--- src/rtl/scroll_pkg.sv ---
// Shared constants, state encoding and ring/position helpers for the HELLO scroll controller.
package scroll_pkg;

  localparam int unsigned NUM_POS = 10;
  localparam int unsigned POS_W   = 4;

  localparam logic [NUM_POS-1:0] HOT_RESET = 10'b0000000001;

  typedef logic [1:0] state_t;

  localparam state_t BLANK = 2'd0;
  localparam state_t RUN   = 2'd1;
  localparam state_t HOLD  = 2'd2;

  // Forward rotates left (bit9 wraps to bit0); reverse rotates right (bit0 wraps to bit9).
  function automatic logic [NUM_POS-1:0] ring_rotate(input logic [NUM_POS-1:0] ring,
                                                     input logic              rev);
    if (rev) ring_rotate = {ring[0], ring[NUM_POS-1:1]};
    else     ring_rotate = {ring[NUM_POS-2:0], ring[NUM_POS-1]};
  endfunction

  function automatic logic [POS_W-1:0] pos_step(input logic [POS_W-1:0] pos,
                                                input logic             rev);
    if (rev) pos_step = (pos == '0) ? POS_W'(NUM_POS - 1) : pos - POS_W'(1);
    else     pos_step = (pos == POS_W'(NUM_POS - 1)) ? '0 : pos + POS_W'(1);
  endfunction

endpackage

--- src/rtl/key_debounce.sv ---
// Two-flop synchroniser followed by a stable-count filter for the step key.
// Only instantiated when SCROLL_DEBOUNCE_EN is defined.
module key_debounce
  #(
    parameter int unsigned DEBOUNCE_CYCLES = 500_000
  )
  (
    input  logic clk,
    input  logic reset,
    input  logic din,
    output logic dout
  );

  localparam int unsigned DB_W = $clog2(DEBOUNCE_CYCLES + 1);

  logic [1:0]      sync;
  logic [DB_W-1:0] stable_cnt;

  // The output only follows the synchronised level once it has differed for
  // DEBOUNCE_CYCLES consecutive samples; any agreeing sample restarts the count.
  always_ff @(posedge clk) begin
    if (reset) begin
      sync       <= '0;
      stable_cnt <= '0;
      dout       <= 1'b0;
    end else begin
      sync <= {sync[0], din};
      if (sync[1] == dout) begin
        stable_cnt <= '0;
      end else if (stable_cnt == DB_W'(DEBOUNCE_CYCLES - 1)) begin
        stable_cnt <= '0;
        dout       <= sync[1];
      end else begin
        stable_cnt <= stable_cnt + DB_W'(1);
      end
    end
  end

endmodule

--- src/rtl/hello_scroll_ctrl.sv ---
// Position driver for the eight-digit HELLO display: prescaled auto-scroll, pause, step, direction, blank.
// Define SCROLL_DEBOUNCE_EN to pass step_key through the key_debounce synchroniser/filter.
module hello_scroll_ctrl
  import scroll_pkg::*;
  #(
    parameter int unsigned TICK_DIV = 50_000_000
`ifdef SCROLL_DEBOUNCE_EN
    , parameter int unsigned DEBOUNCE_CYCLES = 500_000
`endif
  )
  (
    input  logic               clk,
    input  logic               reset,
    input  logic               run,
    input  logic               dir,
    input  logic               step_key,
    input  logic               blank,
    output logic [NUM_POS-1:0] hot,
    output logic [POS_W-1:0]   pos,
    output logic               tick
  );

  localparam int unsigned CNT_W = $clog2(TICK_DIV);

  state_t             state;
  state_t             nxt_state;
  logic [CNT_W-1:0]   presc;
  logic [NUM_POS-1:0] ring;
  logic [NUM_POS-1:0] ring_nxt;
  logic [POS_W-1:0]   pos_nxt;
  logic               key_s;
  logic               key_prev;
  logic               wrap;
  logic               step_go;
  logic               advance;

`ifdef SCROLL_DEBOUNCE_EN
  key_debounce #(
    .DEBOUNCE_CYCLES (DEBOUNCE_CYCLES)
  ) u_key_debounce (
    .clk   (clk),
    .reset (reset),
    .din   (step_key),
    .dout  (key_s)
  );
`else
  assign key_s = step_key;
`endif

  // NOTE: every signal written in always_comb gets a default first so no latch is inferred.
  always_comb begin
    nxt_state = HOLD;
    if (blank)    nxt_state = BLANK;
    else if (run) nxt_state = RUN;
  end

  // Wrap and step are both qualified by the next state, so blank or a falling
  // run in the same cycle cancels the advance.
  assign wrap    = (nxt_state == RUN) && (presc == CNT_W'(TICK_DIV - 1));
  assign step_go = (state == HOLD) && (nxt_state == HOLD) && key_s && !key_prev;
  assign advance = wrap || step_go;

  assign ring_nxt = advance ? ring_rotate(ring, dir) : ring;
  assign pos_nxt  = advance ? pos_step(pos, dir)     : pos;

  // NOTE: sequential state uses non-blocking assignments so every register sees pre-edge values.
  always_ff @(posedge clk) begin
    if (reset) begin
      state    <= HOLD;
      presc    <= '0;
      ring     <= HOT_RESET;
      pos      <= '0;
      hot      <= HOT_RESET;
      tick     <= 1'b0;
      key_prev <= 1'b1;
    end else begin
      state    <= nxt_state;
      ring     <= ring_nxt;
      pos      <= pos_nxt;
      hot      <= (nxt_state == BLANK) ? '0 : ring_nxt;
      tick     <= wrap;
      key_prev <= key_s;
      if (nxt_state != RUN) presc <= '0;
      else if (wrap)        presc <= '0;
      else                  presc <= presc + CNT_W'(1);
    end
  end

endmodule

--- config.mk ---
export PLATFORM = sky130hd
export DESIGN_NAME = hello_scroll_ctrl
export DESIGN_NICKNAME = d
export VERILOG_FILES = /design/src/rtl/scroll_pkg.sv /design/src/rtl/key_debounce.sv /design/src/rtl/hello_scroll_ctrl.sv
export SDC_FILE = /design/constraint.sdc
export NUM_CORES = 1
export LEC_CHECK = 0
export ABC_AREA = 1
export ABC_CLOCK_PERIOD_IN_PS = 2990
export CAP_MARGIN = 40
export CORE_AREA = 5 5 102 104
export CTS_BUF_LIST = sky130_fd_sc_hd__clkbuf_8 sky130_fd_sc_hd__clkbuf_16
export CTS_CLUSTER_DIAMETER = 200
export DETAILED_ROUTE_END_ITERATION = 7
export DIE_AREA = 0 0 107 109
export PLACE_DENSITY = 0.45
export SETUP_SLACK_MARGIN = 0.3
export SYNTH_ARGS = -nofsm -noshare
export SYNTH_HDL_FRONTEND = slang
export SYNTH_SLANG_ARGS = --single-unit
--- constraint.sdc ---
create_clock -name clk -period 2.99 [get_ports clk]
set_input_delay 0.897 -clock clk [delete_from_list [all_inputs] [get_ports clk]]
set_output_delay 0.897 -clock clk [all_outputs]
set_load 0.01 [all_outputs]
## Word level (Yosys, flattened, before mapping)

Cells that the tools add are included.

- Register bits: 54
- Input bits: 6
- Output and inout bits: 15
- Word-level logic and storage cells: 35

- Add/sub/neg operators: 3
- Eq/ne operators: 6
- Multiplexer cells: 8
- Reduce and logical (&&, ||, !) cells: 10

Operators by type and width:

| cell | number |
|---|---|
| adder 26 x 1 -> 26 bit (second input constant) | 1 |
| == test 26 bit (second input constant) | 1 |
| 2-to-1 mux 10 bit | 2 |
| 2-to-1 mux 4 bit | 3 |
| adder 4 x 1 -> 4 bit (second input constant) | 1 |
| == test 2 bit (second input constant) | 2 |
| == test 4 bit (second input constant) | 1 |
| logical AND 1 bit | 4 |
| zero test 4 bit | 1 |
| 2-to-1 mux 2 bit | 2 |
| subtractor 4 x 1 -> 4 bit (second input constant) | 1 |
| OR reduction 3 bit | 1 |
| == test 2 x 1 -> 1 bit (second input constant) | 1 |
| zero test 2 bit | 1 |
| inequality test 2 x 1 -> 1 bit (second input constant) | 1 |
| OR reduction 2 bit | 1 |
| zero test 1 bit | 1 |
| logical OR 1 bit | 1 |
| 2-to-1 mux 1 bit | 1 |

## Longest topological paths before layout

Gate-level depths: netlist (run 1).

- Word-level depth: 9
- Mapped depth: 10
- Mapped depth without buffers: 10

## Worst setup path before layout (run 1)

Ideal clock, no wire load.

- Kind: input to register
- Start point: input port step_key
- End point: register hot[0]
- Library setup time: 115 ps
- Data arrival time: 1635 ps
- Required time: 2875 ps
- Slack: 1240 ps
- Stages: 7
- Path buffers: 1
- Cell sequence: inv_1 > nor2_1 > nand4_1 > clkbuf_1 > nand3_1 > nand3_1 > nand2_1

- Word-level cells in the longest chain between the ends: 5

Ends and longest elaborated chain:

| element | RTL line | text |
|---|---|---|
| from (decl) | hello_scroll_ctrl.sv:16 | `input logic step_key,` |
| logical AND 1 bit (2 in series) | hello_scroll_ctrl.sv:60 | `assign step_go = (state == HOLD) && (nxt_state == HOLD) && key_s && !key_prev;` |
| logical OR 1 bit | hello_scroll_ctrl.sv:61 | `assign advance = wrap \|\| step_go;` |
| 2-to-1 mux 10 bit | hello_scroll_ctrl.sv:63 | `assign ring_nxt = advance ? ring_rotate(ring, dir) : ring;` |
| 2-to-1 mux 1 bit | hello_scroll_ctrl.sv:80 | `hot <= (nxt_state == BLANK) ? '0 : ring_nxt;` |
| to (signal assigned) | hello_scroll_ctrl.sv:80 |  |
| to (decl) | hello_scroll_ctrl.sv:18 | `output logic [NUM_POS-1:0] hot,` |

Every way passes these cells.
A chain may end at the register's enable or synchronous reset.

## Worst setup path after layout (run 1)

- Start point: input port run
- End point: register pos[1]

- Word-level cells in the longest chain between the ends: 7
- Elaborated cells between the ends (all ways): 9
- Those cells by class: eq/ne (2); mux (2); reduce/logical (5)

Ends and longest elaborated chain:

| element | RTL line | text |
|---|---|---|
| from (decl) | hello_scroll_ctrl.sv:14 | `input logic run,` |
| 2-to-1 mux 2 bit (*) | hello_scroll_ctrl.sv:54 | `else if (run) nxt_state = RUN;` |
| 2-to-1 mux 2 bit (*) | hello_scroll_ctrl.sv:53 | `if (blank) nxt_state = BLANK;` |
| == test 2 bit | hello_scroll_ctrl.sv:60 |  |
| logical AND 1 bit (3 in series) | hello_scroll_ctrl.sv:60 |  |
| logical OR 1 bit (*) | hello_scroll_ctrl.sv:61 |  |
| to (signal assigned) | hello_scroll_ctrl.sv:79 | `pos <= pos_nxt;` |
| to (decl) | hello_scroll_ctrl.sv:19 | `output logic [POS_W-1:0] pos,` |

Every way passes the cells marked *; elsewhere a longest branch is shown, timed or not.

==> metrics.md, run 1 <==
| Metric | Value |
|---|---|
| Drt wl/cell | ~12 um |
| Measured slew at the worst slew-check pin | between 0.5 and 0.6 ns |
| # nets final | 400 |
| First-pass GRT wire length | approximately 10 mm |
| Pwr Total | around 1.3 mW |
| Die width | 107 um |
| YS warnings | 0 |
| Pleak | roughly 1.1 nW |
| Max-slew violation count | 0 |
| WP data required | between 3 and 4 ns |
| # Max-Cap Violations | 0 |
| Total gr overflow | 0 |
| Via Count | 2,300 |
| #FFs+latches synth | 54 |
| Inserted Diodes | 0 |
| HP Start | presc[7] |
| PwrDens | 430 mW/mm^2 |
| Cell family with most CP delay | simple AND/OR/NAND/NOR gates |
| Ports | 21 |
| Share of layout cells above drive strength 1 | between 8 and 9% |
| Remaining DRCs | 0 |
| Post-route setup TNS | 0 ns |
| IO buf count | 20 |
| Synth Cell Area | 0.00255 mm^2 |
| Final Worst Setup Slack | 0.756 ns |
| Die area | approximately 0.012 mm^2 |
| Largest net degree at the start of global routing | 27 |
| Yosys top cell area share | between 40% and 50% |
| Seq/Total Area, Yosys | between 40% and 50% |
| H-tree depth | 2 |
| Core Footprint | approximately 0.0095 mm^2 |
| Clk sink count | 54 |
| Most frequent cells after synthesis | nand2_1 (96), dfxtp_1 (54), nor2_1 (48) |
| CP max stage cell | clkdlybuf4s50_1 |
| Post-Synth XOR/XNOR Area | roughly 3.1% |
| Synthesized Nets | about 380 |
| Final wirelength | 6.04 mm |
| PostCTS Resize Cnt | 0 |
| Most common flop cell mapped by yosys | dfxtp_1 |
| Finished Core Util | between 30% and 40% |
| CP max FO | 15 |
| Clock Skew | 0.0149 ns |
| Reg-to-reg slack, setup | roughly 0.95 ns |
| Synth area leaders | dfxtp_1 (42%), nand2_1 (14%), nor2_1 (7.1%), a21oi_1 (6.7%), inv_1 (5.9%) |
| Hold path depth | 2 |
| Placed cell count | 500 |
| Clk pin slew, worst setup/hold paths | around 0.09 ns |
| Final worst-path cycle share | between 70% and 80% |
| First-pass DRT Iterations | 5 |
| Slew headroom | 61.0% |
| Place WS | ~0.45 ns |
| DRT iter0 DRCs | 100 |
| GRT Overall Usage | a little over a tenth |
| Die height | ~110 um |
| CP Cell Sequence | clkdlybuf4s50_1, inv_1, nor2_1, nand3_2, nand2_4, inv_1, nor2_1, nor2_1 |
| Vias per inst | 4.53 |
| Maximum clock insertion buffer count | 2 |
| Status | finished clean |
| TritonCTS clock tree | done |
| RR Startpoint | presc[0] |
| Vias in the first global route | 2,182 |
| Inserted Clock Buffers | 5 |
| Met2 usage | a little under a fifth |
| Root Driver | clkbuf_8 |
| Delay of the slowest cell on the worst path | between 0.5 and 0.6 ns |
| Crit end category | register |
| Busiest metal layer after global routing | met2 |
| HP Class | register to register |
| Non-filler instance count after layout | approximately 510 |
| F_max | roughly 450 MHz |
| Initial core utilization | between 20% and 30% |
| VDD IR max | approximately 0.17 mV |
| Most common cell on crit path | nor2_1 |
| Endpoints failing setup | 0 |
| Mux cell area share after synthesis | 0% |
| Worst-Skew Late Latency | between 0.3 and 0.4 ns |
| Met3 Use GR | ~2.4% |
| WS Path Type | input pin to register |
| Critical Path AT | about 2.4 ns |
| Simple-Gate Fraction of Synth Area | a little over a third |
| Hold buffer count at CTS | 0 |
| Post-synth EDFFs | 0 |
| Final Hold Fails | 0 |
| Area grow syn2layout | 17.3% |
| Final ANT Viol Nets | 0 |
| Critical R2R Capture | pos[1] |
| CP Buf/Inv Count | 3 |
| M1 GR Usage | 13.9% |
| Largest family of logic cells by synthesized area | simple AND/OR/NAND/NOR gates |
| Yosys top cell by area | dfxtp_1 |
| Post-DP HPWL | 4.52 mm |
| Fin crit period | about 2.2 ns |
| Synth Area in Compound Gates | roughly a tenth |
| Hold Path End | presc[7] |
| Distinct cells, synth | 27 |
| CP Launch Type | input pin |
| Synth Instances | around 370 |
| Row cnt | 36 |
| Initial antenna violation count | 0 |
| Post-synth ARST share | 0% |
| Syn avg cell area | 6.88 um^2 |
| Postcts setup bufs | 0 |
| Synth Area in Adders | less than 1% |
| GP Congestion | between 0.7 and 0.8 |
| FILL cells | roughly 1,100 |
| R2R depth | 10 |
| Most frequent cell after synthesis | nand2_1 |
| Unrepaired setup endpoints after global routing | false |
## tightest hold or removal path, stage by stage (launching register included)
cell and delay, ns:
dfxtp_1 0.33, nand2_1 0.06, a21oi_1 0.06
## per-layer routing
metal / wire length [um] / vias up
li1: - / 1217
met4: 64 / 0
met5: 0 / -
met2: 2790 / 41
met1: 2910 / 1037
met3: 270 / 5
## cell usage in the layout (no fill, tap or decap), types with 6 or more instances in the layout
master,Yosys,routed
nand2_2,8,8
dfxtp_1,54,54
nor3_1,8,8
inv_1,40,40
o21ai_0,9,9
nand2_1,96,96
a21oi_1,34,34
nor2_1,48,48
nor2_2,6,6
nand3_1,25,25
clkdlybuf4s50_1,0,20
## per-stage QoR
| stage | instance area, um^2 | hold WS [ns] |
|---|---|---|
| finish | 2990 | 0.484 |
| global route | 2990 | 0.514 |
| CTS | 2990 | 0.488 |
| detailed placement | 2880 | 0.474 |
| global placement | 2880 | 0.472 |
| floorplan | 2550 | 0.447 |
## layout make-up
type / count / area, um^2 / share of cell area [%]
multi-input cells: 267 / 1270 / 42.4
flip-flops and latches: 54 / 1080 / 36.1
repair buffers: 24 / 230 / 7.70
inverters: 41 / 154 / 5.14
well taps: 114 / 143 / 4.77
clock buffers: 5 / 68.8 / 2.30
clock inverters: 3 / 47.5 / 1.59
## kinds of logic (layout without fill, tap and decap cells)
kind of cell | count (synthesis) | in the layout
AND/OR/NAND/NOR | 208 | 208
buffers and inverters | 50 | 73
flip-flops | 54 | 54
adder cells (fa/ha/maj) | 1 | 1
XOR/XNOR | 9 | 9
AO/OA/AOI/OAI | 49 | 49
## power by group
| part | switching [mW] | internal, mW |
|---|---|---|
| Sequential | 0.00339 | 0.724 |
| Clock | 0.256 | 0.254 |
| Combinational | 0.0295 | 0.0186 |
## state kept, by name (all words and copies together) (netlist names)
| register | flops |
|---|---|
| ring | 10 |
| state | 2 |
| tick | 1 |
| key_prev | 1 |
| hot | 10 |
| presc | 26 |
| pos | 4 |
## worst max path at each step
stage                     cells past startpoint  slack, ns  endpoint  startpoint
final                                         8       0.76    pos[1]         run
after global routing                          8       0.67    pos[1]         run
after CTS                                     1       0.73    pos[0]      pos[0]
after detailed placement                      7       0.45    hot[9]         run
after global placement                        7       0.49    hot[9]         run
after floorplan                               7       1.24    hot[0]    step_key
(Power assumes the default switching activity.)
==> run 2: changes to the inputs <==
- ABC_CLOCK_PERIOD_IN_PS: 2990 -> 2200
- clock period: 2.99 -> 2.2 ns (I/O delays scaled with it)
==> metrics.md, run 2 (synthesis gave the netlist of run 1 again) <==
| Metric | Value |
|---|---|
| Status | finished clean |
| Delay of the slowest cell on the worst path | 0.53 ns (+0.02 ns) |
| Pwr Total | 1.68 mW (+30%) |
| Top flop regs | presc (26), hot (10), ring (10) |
| CP max stage cell | clkdlybuf4s50_1 |
| Total gr overflow | 0 (unchanged) |
| VDD IR max | 0.215 mV (+25%) |
| First-pass GRT wire length | 10.6 mm (+4.7%) |
| Drt wl/cell | 12.3 um (+3.5%) |
| Slew headroom | 74.0% (+13 points) |
| GRT Overall Usage | 11.3% (+0.51 points) |
| Worst-Skew Late Latency | 0.32 ns (about the same) |
| HP Class | register to register |
| # Max-Cap Violations | 0 (unchanged) |
| Ports | 21 (unchanged) |
| PwrDens | 543 mW/mm^2 (+26%) |
| Remaining DRCs | 0 (unchanged) |
| Most flop-heavy register | presc |
| F_max | 544 MHz |
| Area grow syn2layout | 21.1% |
| CP Cell Sequence | clkdlybuf4s50_1 |
| GP Congestion | 0.758 (-3.3%) |
| Inserted Clock Buffers | 5 (unchanged) |
| Share of layout cells above drive strength 1 | 11.4% (+3.3 points) |
| Max-slew violation count | 0 (unchanged) |
| WP data required | 1.54 ns (-1.66 ns) |
| # nets final | 409 (+2.3%) |
| H-tree depth | 2 (unchanged) |
| Row cnt | 36 (unchanged) |
| Unrepaired setup endpoints after global routing | false |
| Largest net degree at the start of global routing | 27 (unchanged) |
| DRT iter0 DRCs | 134 (+34%) |
| Cell family with most CP delay | buffers and inverters |
| Post-DP HPWL | 4.54 mm (+0.58%) |
| Fin crit period | roughly 1.8 ns |
| Final worst-path cycle share | roughly 84% |
| Commonest non-fill, non-tap cell in the layout | nand2_1 |
| Via Count | 2,354 (+2.3%) |
| Final wirelength | 6.36 mm (+5.4%) |
| CP max FO | 1 (-14) |
| WS Path Type | register to primary output |
| First-pass DRT Iterations | 5 (unchanged) |
| Inserted Diodes | 0 (unchanged) |
| Pleak | 1.17 nW (+9.8%) |
| Measured slew at the worst slew-check pin | 0.390 ns (-0.190 ns) |
| Vias per inst | 4.55 (+0.57%) |
| Crit end category | primary output |
| CP Launch Type | register |
| TritonCTS clock tree | done |
| Clock Skew | 0.0112 ns (-0.00379 ns) |
| Post-route setup TNS | 0 ns (unchanged) |
| Initial core utilization | 27.0% (unchanged) |
| Root Driver | clkbuf_8 |
| Maximum clock insertion buffer count | 2 (unchanged) |
| Die height | 109 um (unchanged) |
| Max FFs per register | 26 (unchanged) |
| Hold buffer count at CTS | 0 (unchanged) |
| Initial antenna violation count | 0 (unchanged) |
| Endpoints failing setup | 0 (unchanged) |
| Final ANT Viol Nets | 0 (unchanged) |
| Clk pin slew, worst setup/hold paths | 0.12 ns (+0.03 ns) |
| IO buf count | 20 (unchanged) |
| Final Hold Fails | 0 (unchanged) |
| Most frequent cells in the layout | nand2_1 (96), dfxtp_1 (49), nor2_1 (48), inv_1 (40), a21oi_1 (34) |
| CP Buf/Inv Count | 1 (-2) |
| Clk sink count | 54 (unchanged) |
| Die area | 0.0117 mm^2 (unchanged) |
| Die width | 107 um (unchanged) |
| Core Footprint | 0.00946 mm^2 (unchanged) |
| Vias in the first global route | 2,249 (+3.1%) |
| Critical Path AT | 1.18 ns (-1.26 ns) |
run 2: cell count changes in the layout (fill, tap and decap cells not counted), sizes merged:
cell / delta
buf: +8
dlygate4sd2: +4
clkdlybuf4s50: -6
clkinv: +1
dlymetal6s2s: +2
nand2: +1
bufinv: -1
run 2: repair_timing:
action / CTS / global route
hold endpoints to repair: 0 / 0
resized for setup: 8 / 7
pin swaps: 0 / 1
setup buffers: 0 / 4
setup endpoints to repair: 4 / 47
gates cloned: 0 / 1
run 2: path summary, 6_finish.rpt:
path	startpoint	depth (start not counted)	slack, ns	endpoint
setup / recovery	hot[1]	1	0.36	hot[1]
hold / removal	presc[25]	2	0.48	presc[25]
setup reg to reg	presc[0]	9	0.49	presc[20]
hold reg to reg	presc[25]	2	0.48	presc[25]
run 2: cell type report:
class,count,area [um^2]
clock inverter,3,28.8
clock buffer,5,68.8
tap,114,143
timing repair buffer,32,303
sequential,54,1090
fill,1052,6370
inverter,41,154
multi-input combinational,268,1310
run 2: power by group:
part / switching (mW) / internal, mW
combinational: 0.0421 / 0.0297
sequential: 0.00454 / 0.984
clock: 0.378 / 0.237
total: 0.425 / 1.25
run 2: routing by layer:
| metal | wire [um] | track usage [%] | vias up |
|---|---|---|---|
| met2 | 3050 | 20.0 | 53 |
| met4 | 57 | 3.01 | 0 |
| met5 | 0 | 0 | - |
| met3 | 333 | 2.55 | 4 |
| met1 | 2920 | 14.0 | 1060 |
| li1 | - | - | 1237 |
run 2: per-stage QoR:
stage | std cells | hold WS [ns] | area [um^2] | util, % | setup WS [ns]
after floorplan | 371 | 0.447 | 2550 | - | 0.687
after global placement | 504 | 0.463 | 2920 | 30.8 | 0.158
after detailed placement | 504 | 0.469 | 2920 | 30.8 | 0.122
after CTS | 512 | 0.484 | 3020 | 31.9 | 0.319
after global routing | 517 | 0.507 | 3090 | 32.7 | 0.301
final | 517 | 0.480 | 3090 | 32.7 | 0.362
